### src/rtl/lcd_scan.sv
// Four-digit common-anode scan driver showing "H.L E X" from a frame-latched word.
// Leading-zero and anti-ghost blanking; all pins registered.
module lcd_scan #(
  parameter int CLK_DIV   = 50000,
  parameter int BLANK_CYC = 500
) (
  input  logic        clk,
  input  logic        rst,
  input  logic [11:0] lcd_val,
  input  logic        lz_en,
  output logic [3:0]  an,
  output logic [6:0]  seg,
  output logic        dp,
  output logic        frame
);

  localparam int DW = $clog2(CLK_DIV);
  localparam logic [DW-1:0] DIV_LAST = DW'(CLK_DIV - 1);

  logic [DW-1:0] div;
  logic [1:0]    idx;
  logic [11:0]   shadow;
  logic          wrap;
  logic          blank;
  logic [3:0]    nib;
  logic [3:0]    an_d;
  logic [6:0]    seg_d;
  logic          dp_d;

  assign wrap = (div == DIV_LAST);

  generate
    if (BLANK_CYC == 0) begin : g_noblank
      assign blank = 1'b0;
    end else begin : g_blank
      assign blank = (div < DW'(BLANK_CYC));
    end
  endgenerate

  function automatic logic [6:0] dec(input logic [3:0] d);
    logic [6:0] s;
    case (d)
      4'd0:    s = 7'b1000000;
      4'd1:    s = 7'b1111001;
      4'd2:    s = 7'b0100100;
      4'd3:    s = 7'b0110000;
      4'd4:    s = 7'b0011001;
      4'd5:    s = 7'b0010010;
      4'd6:    s = 7'b0000010;
      4'd7:    s = 7'b1111000;
      4'd8:    s = 7'b0000000;
      4'd9:    s = 7'b0010000;
      default: s = 7'b0111111;
    endcase
    return s;
  endfunction

  always_comb begin
    nib   = shadow[3:0];
    an_d  = 4'b1111;
    seg_d = 7'b1111111;
    dp_d  = 1'b1;
    unique case (idx)
      2'd0: begin
        an_d  = 4'b0111;
        nib   = shadow[11:8];
        seg_d = (lz_en && nib == 4'd0) ? 7'b1111111 : dec(nib);
        dp_d  = 1'b0;
      end
      2'd1: begin
        an_d  = 4'b1011;
        nib   = shadow[7:4];
        seg_d = dec(nib);
      end
      2'd2: begin
        an_d  = 4'b1101;
        seg_d = 7'b0000110;
      end
      2'd3: begin
        an_d  = 4'b1110;
        nib   = shadow[3:0];
        seg_d = dec(nib);
      end
    endcase
    // Dark window at the start of each slot hides the previous digit's decay
    if (blank) begin
      an_d  = 4'b1111;
      seg_d = 7'b1111111;
      dp_d  = 1'b1;
    end
  end

  always_ff @(posedge clk) begin
    if (rst) begin
      div    <= '0;
      idx    <= '0;
      shadow <= '0;
      an     <= 4'b1111;
      seg    <= 7'b1111111;
      dp     <= 1'b1;
      frame  <= 1'b0;
    end else begin
      frame <= wrap && (idx == 2'd3);
      if (wrap) begin
        div <= '0;
        idx <= idx + 2'd1;
        if (idx == 2'd3) shadow <= lcd_val;
      end else begin
        div <= div + 1'b1;
      end
      an  <= an_d;
      seg <= seg_d;
      dp  <= dp_d;
    end
  end

endmodule

### config.mk
export PLATFORM = sky130hd
export DESIGN_NAME = lcd_scan
export DESIGN_NICKNAME = d
export VERILOG_FILES = /design/src/rtl/lcd_scan.sv
export SDC_FILE = /design/constraint.sdc
export NUM_CORES = 1
export LEC_CHECK = 0
export BUFFER_PORTS_ARGS = -buffer_cell sky130_fd_sc_hd__buf_2
export CAP_MARGIN = 15
export CELL_PAD_IN_SITES_DETAIL_PLACEMENT = 2
export CELL_PAD_IN_SITES_GLOBAL_PLACEMENT = 2
export CORE_AREA = 2 2 93 95
export DETAILED_ROUTE_END_ITERATION = 8
export DIE_AREA = 0 0 95 97
export GPL_ROUTABILITY_DRIVEN = 0
export GPL_TIMING_DRIVEN = 0
export PLACE_DENSITY = 0.84
export SYNTH_ARGS = -nofsm -noshare
export SYNTH_HDL_FRONTEND = slang
export SYNTH_SLANG_ARGS = --single-unit
### constraint.sdc
create_clock -name clk -period 3.77 [get_ports clk]
set_input_delay 0.1885 -clock clk [delete_from_list [all_inputs] [get_ports clk]]
set_output_delay 0.1885 -clock clk [all_outputs]
set_load 0.02 [all_outputs]
==> run metrics, run 1 <==
Synth Warn #=0; Setup CP Type=flop to flop; Async SR Flop Fraction=0; area share of the largest cell type after synthesis=0.432; Pleak=1.34 nW; Longest Clk Path Bufs=2; root buffer cell=clkbuf_8; period utilization=0.915; IO Count=28; Rel. slew slack=0.371; die width=95 µm; Hold Fails Final Rpt=0; Cell Count, Final, Fillers Out=458; Sw Share=0.229; maximum net fanout on the critical path=10; overall power=1.40 mW; Hold Path Origin=lcd_val[8]; reg2reg start=idx[1]; Seq pwr share=0.488; Worst Hold Class=input port to flop; first-pass GRT wire length=14.3 mm; Synthesized Nets=348; Area contributors post-synth=dfxtp_1 43%, ha_1 9.3%, mux2i_1 6.7%; drt drc=0; Cell variety after synth=47; fill cell count=881; Peak VDD IR=201 µV; Mapped Area=2970 µm²; Syn Area/Cell=9.55 µm²; H-Tree Depth=3; Internal Pwr Total=1.08 mW; HPWL Detailed=5.99 mm; worst clock skew=0.00666 ns; max-slew violation count=0; clk sinks=64; Max-Cap Viols=0; combinational share of power=0.026; Startpoint Class=flop; ANT nets after route=0; Post-Route WL=8.88 mm; clock share of power=0.486; Die H=97 µm; placed cell count=442; P per Cell Area=405 nW/µm²; Arr. time, crit path=3.72 ns; TritonRoute pass-1 iters=4; cells on worst reg2reg path=12; RSZ-0062 raised after global routing=false; Post-synth EDFFs=0; Final Setup Violations=0; ys flop type=dfxtp_1; cts hold-fix bufs=0; Die ar.=9220 µm²; CTS tree=built; total CTS buffers=9; fraction of final layout cells sized beyond drive strength 1=0.164; crit path time final=3.45 ns; most frequent cells in the layout=64 x dfxtp_1, 46 x nor2_1, 28 x buf_2; FP Rows=33; setup_tns=0 ns; Critical Path RT=4.04 ns; Cells after Synth=311; fmax=0.290 GHz; most common cell after layout, fill and taps aside=dfxtp_1; Starting Density=0.365; initial antenna violation count=0; Vias/cell=5.30; area delta synth->final=16.2%; Hold Path End=shadow[8]; clk_lat worst skew=0.36 ns; switching pwr=0.320 mW; post-synthesis sequential area ratio=0.432; hold-critical path depth=3; status=finished clean; worst hold slack=0.111 ns; drt wl/cell=19.4 µm; Antenna diodes=0; r2r setup slk=0.32 ns; synthesized flop and latch total=64; core outline area=8130 µm²; largest net degree at the start of global routing=12; Worst Setup End Kind=flop; worst slew pin tran=0.917 ns; routed vias=2429; number of global-route vias before repair=2649; grt total ovfl=0; Post-CTS Setup Repair Bufs=0; Initial DRC Count=74; fin nets=385; GRT Total Usage=0.203; clk slew on worst S/H paths=0.07 ns; area leader, netlist=dfxtp_1; PortBufs=26; Post-CTS Resized=0
## worst max-delay path, stage by stage (launching register included)
cell and delay [ns]:
dfxtp_1 0.44, ha_1 0.19, buf_1 0.37, nand4_1 0.28
nor4_2 0.28, buf_6 0.24, buf_2 0.31, mux2i_1 0.16
nor2_1 0.22, inv_1 0.13, ha_1 0.23, mux2_4 0.28
a221oi_2 0.23
## logic make-up after synthesis
kind of cell,synth area share
buf+inv,0.0375
simple gates,0.184
flops,0.432
compound gates,0.123
xor+xnor,0.0413
mux,0.0906
fa+ha+maj,0.0927
## worst max-delay path by stage
stage / start / end / slack [ns] / cells past startpoint
final: idx[1] / flop / 0.32 / 12
after global routing: idx[1] / flop / 0.12 / 12
after CTS: idx[1] / flop / 0.33 / 12
after detailed placement: idx[1] / flop / 0.40 / 12
after global placement: idx[1] / flop / 0.53 / 12
after floorplan: div[12] / flop / 1.02 / 10
## layer usage
layer / vias to the layer above / share of wire / GRT usage / wire length [µm]
met4: 0 / 0.020 / 0.0803 / 179
met1: 1214 / 0.48 / 0.273 / 4240
li1: 1164 / - / - / -
met2: 39 / 0.48 / 0.325 / 4270
met3: 12 / 0.021 / 0.0312 / 186
met5: - / 0 / 0 / 0
## through the flow
stage / util / worst slack [ns] / cell area (µm²)
final: 0.424 / 0.322 / 3450
after global routing: 0.424 / 0.122 / 3450
after CTS: 0.424 / 0.334 / 3450
after detailed placement: 0.397 / 0.397 / 3230
after global placement: 0.397 / 0.531 / 3230
after floorplan: - / 1.02 / 2970
## power by group through the flow
stage	Sequential, mW	Clock (mW)	Combinational [mW]
2_1_floorplan	0.696	0	0.0170
3_3_place_gp	0.697	0	0.0336
5_1_grt	0.682	0.717	0.0409
3_5_place_dp	0.697	0	0.0349
4_1_cts	0.681	0.686	0.0366
6_report	0.681	0.678	0.0367
## synth_stat cells (2+ instances only)
cell and n:
dfxtp_1 64, nor2_1 46, ha_1 22, nand2_1 21, mux2i_1 20, inv_1 15, o21ai_0 10, a21oi_1 9
a2bb2oi_1 8, xnor2_1 8, a221oi_1 7, nor2b_1 7, o22ai_1 7, clkbuf_1 6, xor2_1 6, nand3_1 5
nor4_1 4, nand4_1 3, nor3_1 3, a221oi_2 2, and3_1 2, and4_1 2, buf_1 2, buf_2 2
mux2_4 2, mux2i_2 2, nand3b_1 2, o2111ai_1 2, o21a_1 2, or3_1 2, or3b_2 2
## area by class of cell
| cell class | instances | area, µm² | area share |
|---|---|---|---|
| clock buffers | 10 | 138 | 0.0399 |
| repair buffers | 26 | 130 | 0.0377 |
| multi-input cells | 220 | 1580 | 0.457 |
| flip-flops and latches | 64 | 1280 | 0.371 |
| inverters | 16 | 60.1 | 0.0174 |
| clock inverters | 6 | 82.6 | 0.0239 |
| plain buffers | 11 | 51.3 | 0.0149 |
| well taps | 105 | 131 | 0.0381 |
Note: power is estimated with default switching activity, not from simulation.
==> inputs of run 2 (changes only) <==
--- a/config.mk
+++ b/config.mk
@@ -5,13 +5,13 @@
 export SDC_FILE = /design/constraint.sdc
 export NUM_CORES = 1
 export LEC_CHECK = 0
-export BUFFER_PORTS_ARGS = -buffer_cell sky130_fd_sc_hd__buf_2
 export CAP_MARGIN = 15
 export CELL_PAD_IN_SITES_DETAIL_PLACEMENT = 2
 export CELL_PAD_IN_SITES_GLOBAL_PLACEMENT = 2
-export CORE_AREA = 2 2 93 95
+export CORE_AREA = 2 2 90 92
 export DETAILED_ROUTE_END_ITERATION = 8
-export DIE_AREA = 0 0 95 97
+export DIE_AREA = 0 0 92 94
+export DONT_BUFFER_PORTS = 1
 export GPL_ROUTABILITY_DRIVEN = 0
 export GPL_TIMING_DRIVEN = 0
 export PLACE_DENSITY = 0.84
==> run metrics, run 2 (synthesized netlist as in run 1, its figures left out) <==
status=finished clean (unchanged); Internal Pwr Total=1.01 mW (was 1.08 mW); Startpoint Class=flop (unchanged); Rel. slew slack=0.463 (was 0.371); Final Cell Area=3300 µm² (was 3450 µm²); sequential cell area=1280 µm² (unchanged); Post-DP Area=3100 µm² (was 3230 µm²); combinational share of power=0.019 (was 0.026); Initial DRC Count=116 (was 74); most used cell, CP=ha_1 (unchanged); area delta synth->final=11.1% (was 16.2%); switching pwr=0.302 mW (was 0.320 mW); root buffer cell=clkbuf_8 (unchanged); Critical Path RT=4.03 ns (was 4.04 ns); clk_lat worst skew=0.35 ns (was 0.36 ns); CTS tree=built (unchanged); cells on worst reg2reg path=11 (was 12); Setup CP Type=flop to flop (unchanged); max-slew violation count=0 (unchanged); Post-Route WL=7.94 mm (was 8.88 mm); fraction of final layout cells sized beyond drive strength 1=0.0982 (was 0.164); Die ar.=8650 µm² (was 9220 µm²); first-pass GRT wire length=13.5 mm (was 14.3 mm); Longest Clk Path Bufs=2 (unchanged); multi-input logic area=1580 µm² (unchanged); Max-Cap Viols=0 (unchanged); ANT nets after route=0 (unchanged); Peak VDD IR=217 µV (was 201 µV); P per Cell Area=398 nW/µm² (was 405 nW/µm²); crit path time final=3.41 ns (was 3.45 ns); clock share of power=0.462 (was 0.486); fmax=0.293 GHz (was 0.290 GHz); grt total ovfl=0 (unchanged); crit path cell chain=ha_1 > nand4_1 > nor4_2 > buf_6 > buf_2 > mux2i_1 > nor2_1 > inv_1 > ha_1 > mux2_4 > a221oi_2 (was ha_1 > buf_1 > nand4_1 > nor4_2 > buf_6 > buf_2 > mux2i_1 > nor2_1 > inv_1 > ha_1 > mux2_4 > a221oi_2); Antenna diodes=0 (unchanged); worst slew pin tran=0.783 ns (was 0.917 ns); fill cell count=840 (was 881); reg2reg start=idx[1] (unchanged); Starting Density=0.390 (was 0.365); Pleak=1.24 nW (was 1.34 nW); slowest CP cell=ha_1 (was dfxtp_1); Worst path max stage delay=0.45 ns (was 0.44 ns); FP Rows=32 (was 33); most common cell after layout, fill and taps aside=dfxtp_1 (unchanged); Crit path max-delay family=simple AND/OR/NAND/NOR gates (was buffers and inverters); Hold Fails Final Rpt=0 (unchanged); period utilization=0.905 (was 0.915); CP bufs+invs=3 (was 4); most frequent cells in the layout=64 x dfxtp_1, 46 x nor2_1, 22 x ha_1 (was 64 x dfxtp_1, 46 x nor2_1, 28 x buf_2); Worst Setup End Kind=flop (unchanged); Worst Hold Class=input port to flop (unchanged); routed vias=2304 (was 2429); Final Setup Violations=0 (unchanged); clk sinks=64 (unchanged); IO Count=28 (unchanged); number of global-route vias before repair=2530 (was 2649); Die H=94 µm (was 97 µm); PortBufs=0 (was 26); Arr. time, crit path=3.67 ns (was 3.72 ns); die width=92 µm (was 95 µm); r2r setup slk=0.36 ns (was 0.32 ns); Sw Share=0.230 (was 0.229); stages on the worst setup path=11 (was 12); GRT Total Usage=0.206 (was 0.203); clk slew on worst S/H paths=0.07 ns (about the same); Vias/cell=5.38 (was 5.30); TritonRoute pass-1 iters=4 (unchanged); cts hold-fix bufs=0 (unchanged); HPWL Detailed=5.62 mm (was 5.99 mm); Post-CTS Resized=0 (unchanged); setup_tns=0 ns (unchanged); maximum net fanout on the critical path=10 (unchanged); fin nets=358 (was 385); drt drc=0 (unchanged); core outline area=7610 µm² (was 8130 µm²); Cell Count, Final, Fillers Out=428 (was 458); Seq pwr share=0.519 (was 0.488); total CTS buffers=9 (unchanged); Post-CTS Setup Repair Bufs=0 (unchanged); overall power=1.31 mW (was 1.40 mW); placed cell count=413 (was 442); H-Tree Depth=3 (unchanged); CP Launch Point=idx[1] (unchanged); drt wl/cell=18.6 µm (was 19.4 µm); initial antenna violation count=0 (unchanged); RSZ-0062 raised after global routing=false (unchanged); largest net degree at the start of global routing=13 (was 12); worst clock skew=0.00806 ns (was 0.00666 ns)
[run 2: changes by cell type in the layout (fill, tap and decap cells not counted)]
| cell | before | now |
|---|---|---|
| buf_2 | 28 | 2 |
| clkinv_2 | 3 | 1 |
| buf_1 | 2 | 1 |
| bufinv_16 | 2 | 1 |
| clkinv_4 | 0 | 1 |
| clkinvlp_4 | 1 | 2 |
| inv_6 | 0 | 1 |
[run 2: final cells by class]
class / count / area share
Tap cell: 102 / 0.0387
Inverter: 16 / 0.0182
Buffer: 10 / 0.0144
Multi-Input combinational cell: 220 / 0.478
Sequential cell: 64 / 0.388
Clock buffer: 10 / 0.0417
Clock inverter: 6 / 0.0205
[run 2: metrics by stage]
step           hold slack [ns]  worst slack (ns)  utilization
2_1_floorplan            0.353              1.02            -
3_3_place_gp             0.369             0.510        0.407
3_5_place_dp             0.399             0.305        0.407
4_1_cts                 0.0161             0.218        0.434
5_1_grt                 0.0252             0.128        0.434
6_report                0.0253             0.357        0.434
[run 2: worst min path at each step]
stage	startpoint	cells past startpoint	slack, ns	end
2_1_floorplan	lcd_val[8]	2	0.35	shadow[8]
3_3_place_gp	lcd_val[8]	2	0.37	shadow[8]
3_5_place_dp	lcd_val[8]	2	0.40	shadow[8]
4_1_cts	lcd_val[8]	2	0.02	shadow[8]
5_1_grt	lcd_val[8]	2	0.03	shadow[8]
6_report	lcd_val[8]	2	0.03	shadow[8]
[run 2: metal layers]
layer / up-vias / part of all wire / GRT usage
li1: 1111 / - / -
met1: 1138 / 0.46 / 0.252
met2: 44 / 0.49 / 0.350
met3: 11 / 0.034 / 0.0538
met4: 0 / 0.015 / 0.0721
met5: - / 0 / 0
[run 2: worst register-to-register path: cells and delay by family, from the launching register on]
kind	cells	cell delay (ns)
mux	2	0.46
buf+inv	3	0.68
simple gates	3	0.82
flops	1	0.43
compound gates	1	0.24
fa+ha+maj	2	0.68
[run 2: power groups by stage]
stage / logic, mW / registers [mW] / clock network (mW)
floorplan: 0.0170 / 0.696 / 0
global placement: 0.0244 / 0.697 / 0
detailed placement: 0.0256 / 0.697 / 0
CTS: 0.0258 / 0.681 / 0.627
global route: 0.0289 / 0.681 / 0.656
finish: 0.0251 / 0.681 / 0.606
==> inputs of run 3 (changes only) <==
--- a/config.mk
+++ b/config.mk
@@ -8,9 +8,9 @@
 export CAP_MARGIN = 15
 export CELL_PAD_IN_SITES_DETAIL_PLACEMENT = 2
 export CELL_PAD_IN_SITES_GLOBAL_PLACEMENT = 2
-export CORE_AREA = 2 2 90 92
+export CORE_AREA = 2 2 106 78
 export DETAILED_ROUTE_END_ITERATION = 8
-export DIE_AREA = 0 0 92 94
+export DIE_AREA = 0 0 108 80
 export DONT_BUFFER_PORTS = 1
 export GPL_ROUTABILITY_DRIVEN = 0
 export GPL_TIMING_DRIVEN = 0
==> run metrics, run 3 (synthesized netlist as in run 1, its figures left out) <==
Pleak=1.25 nW (was 1.24 nW); grt total ovfl=0 (unchanged); Metal-1 WL=4.58 mm (was 3.66 mm); max-slew violation count=0 (unchanged); maximum net fanout on the critical path=10 (unchanged); fill cell count=828 (was 840); clk slew on worst S/H paths=0.08 ns (was 0.07 ns); Worst Setup End Kind=flop (unchanged); Critical Path RT=4.02 ns (was 4.03 ns); Setup CP Type=flop to flop (unchanged); Final Setup Violations=0 (unchanged); Startpoint Class=flop (unchanged); largest net degree at the start of global routing=12 (was 13); most common cell after layout, fill and taps aside=dfxtp_1 (unchanged); crit path cell chain=ha_1 > buf_1 > nand4_1 > nor4_2 > buf_6 > buf_2 > mux2i_1 > nor2_1 > inv_1 > ha_1 > mux2_4 > a221oi_2 (was ha_1 > nand4_1 > nor4_2 > buf_6 > buf_2 > mux2i_1 > nor2_1 > inv_1 > ha_1 > mux2_4 > a221oi_2); status=finished clean (unchanged); RSZ-0062 raised after global routing=false (unchanged); Seq pwr share=0.489 (was 0.519); die width=108 µm (was 92 µm); first-pass GRT wire length=15.6 mm (was 13.5 mm); slowest CP cell=dfxtp_1 (was ha_1); fmax=0.284 GHz (was 0.293 GHz); combinational share of power=0.021 (was 0.019); Hold Path Origin=lcd_val[8] (unchanged); GRT Total Usage=0.247 (was 0.206); number of global-route vias before repair=2689 (was 2530); crit path time final=3.52 ns (was 3.41 ns); top sig layer=met4 (unchanged); dpl ws=0.328 ns (was 0.305 ns); Die H=80 µm (was 94 µm); Max-Cap Viols=0 (unchanged); Hold Fails Final Rpt=0 (unchanged); metal2 WL=4.75 mm (was 3.89 mm); final worst slack=0.251 ns (was 0.357 ns); P per Cell Area=420 nW/µm² (was 398 nW/µm²); Initial DRC Count=101 (was 116); Hold Path End=shadow[8] (unchanged); Post-CTS Resized=0 (unchanged); Final Cell Area=3320 µm² (was 3300 µm²); Post-DP Area=3100 µm² (about the same); most used cell, CP=ha_1 (unchanged); initial antenna violation count=0 (unchanged); Internal Pwr Total=1.07 mW (was 1.01 mW); drt drc=0 (unchanged); H-Tree Depth=3 (unchanged); setup_tns=0 ns (unchanged); switching pwr=0.318 mW (was 0.302 mW); core outline area=7600 µm² (was 7610 µm²); area delta synth->final=11.7% (was 11.1%); period utilization=0.933 (was 0.905); Peak VDD IR=165 µV (was 217 µV); reg2reg start=idx[1] (unchanged); clk_lat worst skew=0.35 ns (about the same); fin nets=359 (was 358); Sw Share=0.228 (was 0.230); PortBufs=0 (unchanged); clock share of power=0.490 (was 0.462); drt wl/cell=23.3 µm (was 18.6 µm); Post-Route WL=9.97 mm (was 7.94 mm); overall power=1.39 mW (was 1.31 mW); fraction of final layout cells sized beyond drive strength 1=0.0948 (was 0.0982); hold-critical path depth=2 (unchanged); clk sinks=64 (unchanged); Post-CTS Setup Repair Bufs=0 (unchanged); Worst Hold Class=input port to flop (unchanged); fin util=0.436 (was 0.434); r2r setup slk=0.25 ns (was 0.36 ns); ANT nets after route=0 (unchanged); root buffer cell=clkbuf_8 (unchanged); Longest Clk Path Bufs=2 (unchanged); cells on worst reg2reg path=12 (was 11); Met3 Routed Length=476 µm (was 267 µm); Die ar.=8640 µm² (was 8650 µm²); worst slew pin tran=0.902 ns (was 0.783 ns); HPWL Detailed=6.35 mm (was 5.62 mm); Worst path max stage delay=0.43 ns (was 0.45 ns); Rel. slew slack=0.381 (was 0.463); worst clock skew=0.00760 ns (was 0.00806 ns); total CTS buffers=9 (unchanged); cts hold-fix bufs=0 (unchanged); Starting Density=0.391 (was 0.390); TritonRoute pass-1 iters=5 (was 4); CTS tree=built (unchanged); Vias/cell=5.69 (was 5.38); FP Rows=27 (was 32); Arr. time, crit path=3.77 ns (was 3.67 ns); routed vias=2436 (was 2304); most frequent cells in the layout=64 x dfxtp_1, 46 x nor2_1, 22 x ha_1 (unchanged); IO Count=28 (unchanged); Antenna diodes=0 (unchanged)
==> run 3: how the worst max path moves through the flow <==
| stage | from | end | cells after the start |
|---|---|---|---|
| floorplan | div[12] | flop | 10 |
| global placement | idx[1] | flop | 10 |
| detailed placement | idx[1] | flop | 12 |
| CTS | idx[1] | flop | 12 |
| global route | idx[1] | flop | 12 |
| finish | idx[1] | flop | 12 |
==> run 3: power groups by stage <==
stage	Clock [mW]	Sequential (mW)	Combinational, mW
after floorplan	0	0.696	0.0170
after global placement	0	0.697	0.0250
after detailed placement	0	0.697	0.0268
after CTS	0.685	0.681	0.0283
after global routing	0.717	0.681	0.0310
final	0.683	0.681	0.0286
==> run 3: critical path: cells and delay by family, from the launching register on <==
kind	cells	cell delay, ns
AO/OA/AOI/OAI	1	0.25
flip-flops	1	0.43
buffers and inverters	4	1.05
AND/OR/NAND/NOR	3	0.78
multiplexers	2	0.48
adder cells (fa/ha/maj)	2	0.44
==> run 3: layout make-up <==
| cell class | count | area [µm²] | share of cell area |
|---|---|---|---|
| multi-input cells | 220 | 1580 | 0.475 |
| flip-flops and latches | 64 | 1280 | 0.386 |
| clock buffers | 11 | 141 | 0.0426 |
| well taps | 101 | 126 | 0.0381 |
| clock inverters | 5 | 80.1 | 0.0241 |
| inverters | 16 | 60.1 | 0.0181 |
| plain buffers | 11 | 51.3 | 0.0155 |
==> run 3: stage by stage <==
step | hold slack (ns) | instances
after floorplan | 0.353 | 311
after detailed placement | 0.376 | 412
final | 0.0205 | 428
after CTS | 0.00999 | 428
after global placement | 0.362 | 412
after global routing | 0.0462 | 428
==> run 3: per-layer routing <==
layer | track usage | up-vias
met3 | 0.0555 | 18
met5 | 0 | -
li1 | - | 1111
met2 | 0.418 | 71
met4 | 0.0821 | 0
met1 | 0.311 | 1236
